`src/rtl/reci_nr_iter_if.sv`:
```
// Request/response bundle for the Newton-Raphson reciprocal unit.
// The caller holds the master side and the reciprocal engine holds the slave side.
interface reci_nr_iter_if #(
  parameter int FLT_WIDTH = 23,
  parameter int TAG_WIDTH = 4
);
  logic                 i_valid;
  logic                 i_ready;
  logic [FLT_WIDTH-1:0] i_x;
  logic [TAG_WIDTH-1:0] i_tag;
  logic                 o_valid;
  logic                 o_ready;
  logic [FLT_WIDTH-1:0] o_result;
  logic                 o_exact;
  logic [TAG_WIDTH-1:0] o_tag;

  modport master (
    output i_valid, i_x, i_tag, o_ready,
    input  i_ready, o_valid, o_result, o_exact, o_tag
  );

  modport slave (
    input  i_valid, i_x, i_tag, o_ready,
    output i_ready, o_valid, o_result, o_exact, o_tag
  );
endinterface

```
`src/rtl/reci_nr_iter.sv`:
```
// Multi-cycle Newton-Raphson reciprocal of X = 1.i_x, returning the fraction of 2/X.
// A table seed is refined NR_ITER times on a single shared multiplier.
module reci_nr_iter #(
  parameter int FLT_WIDTH  = 23,
  parameter int ADDR_WIDTH = 3,
  parameter int SEED_WIDTH = 8,
  parameter int GUARD      = 6,
  parameter int NR_ITER    = 3,
  parameter int TAG_WIDTH  = 4
) (
  input logic            clk,
  input logic            rst,
  reci_nr_iter_if.slave  bus
);
  localparam int F        = FLT_WIDTH;
  localparam int W        = FLT_WIDTH + GUARD;
  localparam int SEED_MAX = 2 ** (SEED_WIDTH + 1) - 1;
  localparam logic [2:0]   LAST_ITER = 3'(NR_ITER - 1);
  localparam logic [W+1:0] TWO       = {2'b10, {W{1'b0}}};

  typedef enum logic [2:0] {IDLE, SEED, MUL_T, MUL_Y, ROUND, DONE} state_e;
  typedef logic [2**ADDR_WIDTH-1:0][SEED_WIDTH:0] seed_tab_t;

  // Each entry is 2/X at the interval midpoint in Q1.SEED_WIDTH, i.e. twice the wanted 1/X seed.
  function automatic seed_tab_t buildSeedTable();
    seed_tab_t tab;
    longint    num;
    longint    den;
    longint    q;
    tab = '0;
    num = longint'(1) << (SEED_WIDTH + ADDR_WIDTH + 2);
    for (int a = 0; a < 2 ** ADDR_WIDTH; a++) begin
      den = longint'(2 ** (ADDR_WIDTH + 1) + 2 * a + 1);
      q   = num / den;
      if (q > longint'(SEED_MAX)) q = longint'(SEED_MAX);
      tab[a] = q[SEED_WIDTH:0];
    end
    return tab;
  endfunction

  localparam seed_tab_t SEED_TAB = buildSeedTable();

  state_e               state_q, state_d;
  logic [F-1:0]         x_q, x_d;
  logic [TAG_WIDTH-1:0] tag_q, tag_d;
  logic [W:0]           y_q, y_d;
  logic [W:0]           t_q, t_d;
  logic [2:0]           iter_q, iter_d;
  logic                 valid_q, valid_d;
  logic [F-1:0]         result_q, result_d;
  logic                 exact_q, exact_d;
  logic [TAG_WIDTH-1:0] oTag_q, oTag_d;

  logic [W:0]          xFull;
  logic [SEED_WIDTH:0] seedVal;
  logic [W:0]          yInit;
  logic [W+1:0]        twoMinusT;
  logic [W+1:0]        mulB;
  logic [2*W+2:0]      prod;
  logic [W:0]          prodW;
  logic [F:0]          rounded;
  logic [F-1:0]        roundRes;
  logic                unusedBits;

  assign xFull     = {1'b1, x_q, {GUARD{1'b0}}};
  assign seedVal   = SEED_TAB[x_q[F-1 -: ADDR_WIDTH]];
  assign yInit     = {1'b0, seedVal, {(W - SEED_WIDTH - 1){1'b0}}};
  assign twoMinusT = TWO - {1'b0, t_q};

  // The one multiplier always takes Y; the other operand is X for T, (2-T) for the Y update.
  assign mulB  = (state_q == MUL_Y) ? twoMinusT : {1'b0, xFull};
  assign prod  = {{(W+2){1'b0}}, y_q} * {{(W+1){1'b0}}, mulB};
  assign prodW = prod[2*W:W];

  // R = 2Y shifts Y left one place, so R's fraction is y_q[W-2:0] and the round bit is y_q[GUARD-2].
  assign rounded = {1'b0, y_q[W-2:GUARD-1]} + {{F{1'b0}}, y_q[GUARD-2]};

  always_comb begin
    roundRes = rounded[F-1:0];
    if (y_q[W] || rounded[F]) begin
      roundRes = '1;
    end else if (!y_q[W-1]) begin
      roundRes = '0;
    end
  end

  assign unusedBits = ^{prod[2*W+2:2*W+1], prod[W-1:0], y_q[GUARD-3:0]};

  always_comb begin
    state_d  = state_q;
    x_d      = x_q;
    tag_d    = tag_q;
    y_d      = y_q;
    t_d      = t_q;
    iter_d   = iter_q;
    valid_d  = valid_q;
    result_d = result_q;
    exact_d  = exact_q;
    oTag_d   = oTag_q;
    case (state_q)
      IDLE: begin
        if (bus.i_valid) begin
          x_d     = bus.i_x;
          tag_d   = bus.i_tag;
          state_d = SEED;
        end
      end
      SEED: begin
        y_d     = yInit;
        iter_d  = '0;
        state_d = MUL_T;
      end
      MUL_T: begin
        t_d     = prodW;
        state_d = MUL_Y;
      end
      MUL_Y: begin
        y_d     = prodW;
        iter_d  = iter_q + 3'd1;
        state_d = (iter_q == LAST_ITER) ? ROUND : MUL_T;
      end
      ROUND: begin
        result_d = (x_q == '0) ? '0 : roundRes;
        exact_d  = (x_q == '0);
        oTag_d   = tag_q;
        valid_d  = 1'b1;
        state_d  = DONE;
      end
      DONE: begin
        if (bus.o_ready) begin
          valid_d = 1'b0;
          state_d = IDLE;
        end
      end
      default: state_d = IDLE;
    endcase
  end

  always_ff @(posedge clk) begin
    if (rst) begin
      state_q  <= IDLE;
      x_q      <= '0;
      tag_q    <= '0;
      y_q      <= '0;
      t_q      <= '0;
      iter_q   <= '0;
      valid_q  <= 1'b0;
      result_q <= '0;
      exact_q  <= 1'b0;
      oTag_q   <= '0;
    end else begin
      state_q  <= state_d;
      x_q      <= x_d;
      tag_q    <= tag_d;
      y_q      <= y_d;
      t_q      <= t_d;
      iter_q   <= iter_d;
      valid_q  <= valid_d;
      result_q <= result_d;
      exact_q  <= exact_d;
      oTag_q   <= oTag_d;
    end
  end

  assign bus.i_ready  = (state_q == IDLE);
  assign bus.o_valid  = valid_q;
  assign bus.o_result = result_q;
  assign bus.o_exact  = exact_q;
  assign bus.o_tag    = oTag_q;
endmodule
```
`src/flat_wrapper.sv`:
```
// flat-port wrapper written by rule: the top's interface ports become plain ports
module reci_nr_iter_flat 
#(
  parameter int FLT_WIDTH  = 23,
  parameter int ADDR_WIDTH = 3,
  parameter int SEED_WIDTH = 8,
  parameter int GUARD      = 6,
  parameter int NR_ITER    = 3,
  parameter int TAG_WIDTH  = 4
)
  (clk, rst, bus_i_valid, bus_i_x, bus_i_tag, bus_o_ready, bus_i_ready, bus_o_valid, bus_o_result, bus_o_exact, bus_o_tag);
  reci_nr_iter_if #(.FLT_WIDTH(FLT_WIDTH), .TAG_WIDTH(TAG_WIDTH)) bus_i ();
  input logic clk;
  input logic rst;
  input wire logic [$bits(bus_i.i_valid)-1:0] bus_i_valid;
  input wire logic [$bits(bus_i.i_x)-1:0] bus_i_x;
  input wire logic [$bits(bus_i.i_tag)-1:0] bus_i_tag;
  input wire logic [$bits(bus_i.o_ready)-1:0] bus_o_ready;
  output wire logic [$bits(bus_i.i_ready)-1:0] bus_i_ready;
  output wire logic [$bits(bus_i.o_valid)-1:0] bus_o_valid;
  output wire logic [$bits(bus_i.o_result)-1:0] bus_o_result;
  output wire logic [$bits(bus_i.o_exact)-1:0] bus_o_exact;
  output wire logic [$bits(bus_i.o_tag)-1:0] bus_o_tag;
  assign bus_i.i_valid = bus_i_valid;
  assign bus_i.i_x = bus_i_x;
  assign bus_i.i_tag = bus_i_tag;
  assign bus_i.o_ready = bus_o_ready;
  assign bus_i_ready = bus_i.i_ready;
  assign bus_o_valid = bus_i.o_valid;
  assign bus_o_result = bus_i.o_result;
  assign bus_o_exact = bus_i.o_exact;
  assign bus_o_tag = bus_i.o_tag;
  reci_nr_iter #(.FLT_WIDTH(FLT_WIDTH), .ADDR_WIDTH(ADDR_WIDTH), .SEED_WIDTH(SEED_WIDTH), .GUARD(GUARD), .NR_ITER(NR_ITER), .TAG_WIDTH(TAG_WIDTH)) u_core (.clk(clk), .rst(rst), .bus(bus_i));
endmodule
```
`config.mk`:
```
export PLATFORM = sky130hd
export DESIGN_NAME = reci_nr_iter_flat
export DESIGN_NICKNAME = d
export VERILOG_FILES = /design/src/rtl/reci_nr_iter_if.sv /design/src/rtl/reci_nr_iter.sv /design/src/flat_wrapper.sv
export SDC_FILE = /design/constraint.sdc
export NUM_CORES = 2
export LEC_CHECK = 0
export CELL_PAD_IN_SITES_DETAIL_PLACEMENT = 0
export CELL_PAD_IN_SITES_GLOBAL_PLACEMENT = 2
export CORE_MARGIN = 2
export CORE_UTILIZATION = 35
export CTS_CLUSTER_SIZE = 40
export DETAILED_ROUTE_END_ITERATION = 16
export HOLD_SLACK_MARGIN = 0.06
export PLACE_DENSITY_LB_ADDON = 0.1
export SLEW_MARGIN = 5
export SYNTH_ARGS = -nofsm -noshare
export SYNTH_HDL_FRONTEND = slang
export SYNTH_SLANG_ARGS = --single-unit
```
`constraint.sdc`:
```
create_clock -name clk -period 11.8 [get_ports clk]
set_clock_uncertainty 0.1 [all_clocks]
set_input_delay 2.36 -clock clk [delete_from_list [all_inputs] [get_ports clk]]
set_output_delay 2.36 -clock clk [all_outputs]
set_load 0.05 [all_outputs]
```
==> flow_summary.yaml <==
cts:
  clk_pin_slew_ns: 0.06
  cts-root-buf: "clkbuf_16"
  cts-buffers-inserted: 17
  clkLatencyLatePin_ns: 0.43
  cts_tree: "yes"
  ctsHoldBuffers: 0
  h-tree-depth: 4
  post_cts_buffers: 0
  clkSinkCount: 130
  ctsResizeCount: 0
  cts_max_path_buffers: 2
placement:
  placed_area_um2: 38000
  place_congestion: 0.848
  port_buffers: 60
  dp_hpwl_um: 95900
  placed_cells: 5393
routing:
  detail-route-antenna-nets: 0
  first_iter_violations: 1394
  drt_pre_antenna_iters: 5
  wl_um: 122000
  vias: 26787
  drc: 0
  drt-wirelength-per-cell_um: 22.4
  vias_per_cell: 4.93
floorplan:
  die_y_um: 324
  ios: 61
  initial_core_util_pct: 35.3
  dieArea_um2: 105000
  fp.dieW_um: 324
  rows: 117
  design.core.area_um2: 102000
cells_and_area:
  final_area_um2: 38700
  fillers: 10583
  drive_above_1_share_pct: 4.26
  regArea_um2: 2610
  multiInputGateArea_um2: 29200
  fin_nets: 5122
  areaGrowthSynthToFinish_pct: 7.81
  final_cells: 5429
setup_path:
  rrSetupSlack_ns: 1.57
  cp.arrival_ns: 10.48
  worstPathMaxFanout: 13
  r2r-end: "u_core.y_q[24]"
  ff2ff_path_depth: 32
  end_kind: "register"
  cp_common_cell: "fa_1"
  crit_path_max_incr_delay_ns: 0.74
  crit_path_start_kind: "register"
  cpMaxStageDelayCell: "o21ai_2"
  required_ns: 12.05
  path_class: "reg2reg"
  timing.rr.start: "u_core.t_q[0]"
grt:
  grt_pass1_wl_um: 189000
  antenna_found_initial: 10
  grt_use_total_pct: 23.7
  grt_overflow: 0
  grt_pass1_vias: 29504
  grt_max_degree: 70
logic_synthesis:
  synthFlopType: "dfxtp_1"
  syn-num-nets: 5212
  syn_avg_cell_area_um2: 8.69
  synth-edff-count: 0
  ys_seq_elements: 130
  yosysSeqAreaShare_pct: 7.25
  yosysUniqueCellTypes: 77
  async_flop_share_pct: 0
  synth_top_area_share_pct: 44.9
  synth_warnings: 0
  yosys-top-cells-area: "fa_1, inv_1, ha_1, and2_1, dfxtp_1"
  yosysTopAreaCell: "fa_1"
  syn_area_um2: 35900
  syn_inst: 4134
  yosys-top-cells-count: "inv_1, fa_1, nand2_1"
  synth_most_common_cell: "inv_1"
sta:
  finalCritPeriodShare_pct: 86.7
  finalHoldViolCount: 0
  drv_slew: 0
  slew_headroom_pct: 14.6
  setup_viol: 0
  worst_pin_slew_ns: 1.28
  rsz0062_at_grt: "false"
  whs_ns: 0.359
  min_period_ns: 10.23
  max_freq_mhz: 97.7
  tns_ns: 0
power:
  p_leak_nw: 19.0
  power_density_nw_per_um2: 53.6
  vdd_drop_max_uv: 78.4
worst_hold_path:
  hp-class: "reg2reg"
  hold_start: "u_core.tag_q[3]"
  hold_end: "u_core.tag_q[3]"
  whs_path_depth: 2
run:
  max_cap_viol_count: 0
outcome:
  status: "complete, no violations"
-- layer usage --
metal,track usage (%),up-vias,wire [µm]
met5,0,-,0
met4,2.98,0,1260
met3,1.81,57,4400
met2,40.9,516,59800
met1,33.5,14050,56200
li1,-,12164,-
-- per-stage QoR --
step / power, W / worst slack [ns] / util, %
3_3_place_gp: 0.00147 / 1.62 / 37.4
4_1_cts: 0.00210 / 1.53 / 38.0
6_report: 0.00207 / 1.57 / 38.1
2_1_floorplan: 0.00106 / 3.09 / -
3_5_place_dp: 0.00147 / 1.59 / 37.4
5_1_grt: 0.00220 / 1.00 / 38.0
-- cells by family (layout without fill, tap and decap cells) --
group | after synthesis | after routing | share of synthesized area (%)
simple gates | 1410 | 1410 | 19.3
buf+inv | 1101 | 1024 | 11.5
fa+ha+maj | 1047 | 1047 | 53.3
flops | 130 | 130 | 7.25
xor+xnor | 81 | 81 | 1.98
mux | 16 | 16 | 0.446
compound gates | 349 | 349 | 6.15
other cells | 0 | 4 | 0
-- final cells by class --
cell class                 count  area share, %
antenna                        4         0.0259
sequential                   130           6.74
timing repair buffer         153           3.38
clock buffer                  20           1.18
clock inverter                12          0.588
tap                         1368           4.42
inverter                     839           8.13
multi-input combinational   2903           75.5
-- how the worst max path moves through the flow --
stage	start	slack (ns)	to
2_1_floorplan	u_core.t_q[9]	3.09	u_core.y_q[25]
3_3_place_gp	u_core.t_q[0]	1.62	u_core.y_q[20]
3_5_place_dp	u_core.t_q[0]	1.59	u_core.y_q[15]
4_1_cts	u_core.t_q[0]	1.53	u_core.y_q[20]
5_1_grt	u_core.t_q[0]	1.00	u_core.y_q[29]
6_report	u_core.t_q[0]	1.57	u_core.y_q[24]
-- power breakdown --
| part | internal, W | leakage (nW) | switching, W | total, W |
|---|---|---|---|---|
| clock network | 0.000409 | 0.331 | 0.000219 | 0.000628 |
| logic | 0.000282 | 17.6 | 0.000670 | 0.000952 |
| registers | 0.000464 | 1.06 | 0.0000293 | 0.000494 |
-- flip-flops by register name, indices dropped and copies added, names as in the netlist --
signal / count
u_core.seedVal: 8
u_core.y_q: 30
u_core.tag_q: 4
u_core.state_q: 3
u_core.bus.o_result: 23
u_core.bus.o_valid: 1
u_core.x_q: 23
u_core.bus.o_tag: 4
u_core.iter_q: 3
u_core.t_q: 30
u_core.bus.o_exact: 1
-- cells in the final DEF (no fill, tap or decap), types with 21 or more instances in the layout --
| master | instances |
|---|---|
| inv_1 | 839 |
| fa_1 | 806 |
| nand2_1 | 623 |
| and2_1 | 478 |
| ha_1 | 241 |
| nor2_1 | 129 |
| dfxtp_1 | 125 |
| a21oi_1 | 109 |
| buf_4 | 93 |
| o21ai_0 | 66 |
| clkdlybuf4s50_1 | 59 |
| xnor2_1 | 42 |
| nor3_1 | 40 |
| xor2_1 | 39 |
| a22oi_1 | 37 |
| nand3_1 | 32 |
| a21o_1 | 23 |
| nor4_1 | 22 |
| nand4_1 | 21 |
-- worst max-delay path: cells and delay by family, from the launching register on --
family	cells	cell delay (ns)
mux	1	0.13
xor+xnor	2	0.50
compound gates	6	1.84
fa+ha+maj	10	4.63
simple gates	7	1.91
flops	1	0.36
buf+inv	6	0.67
(Power assumes the default switching activity.)
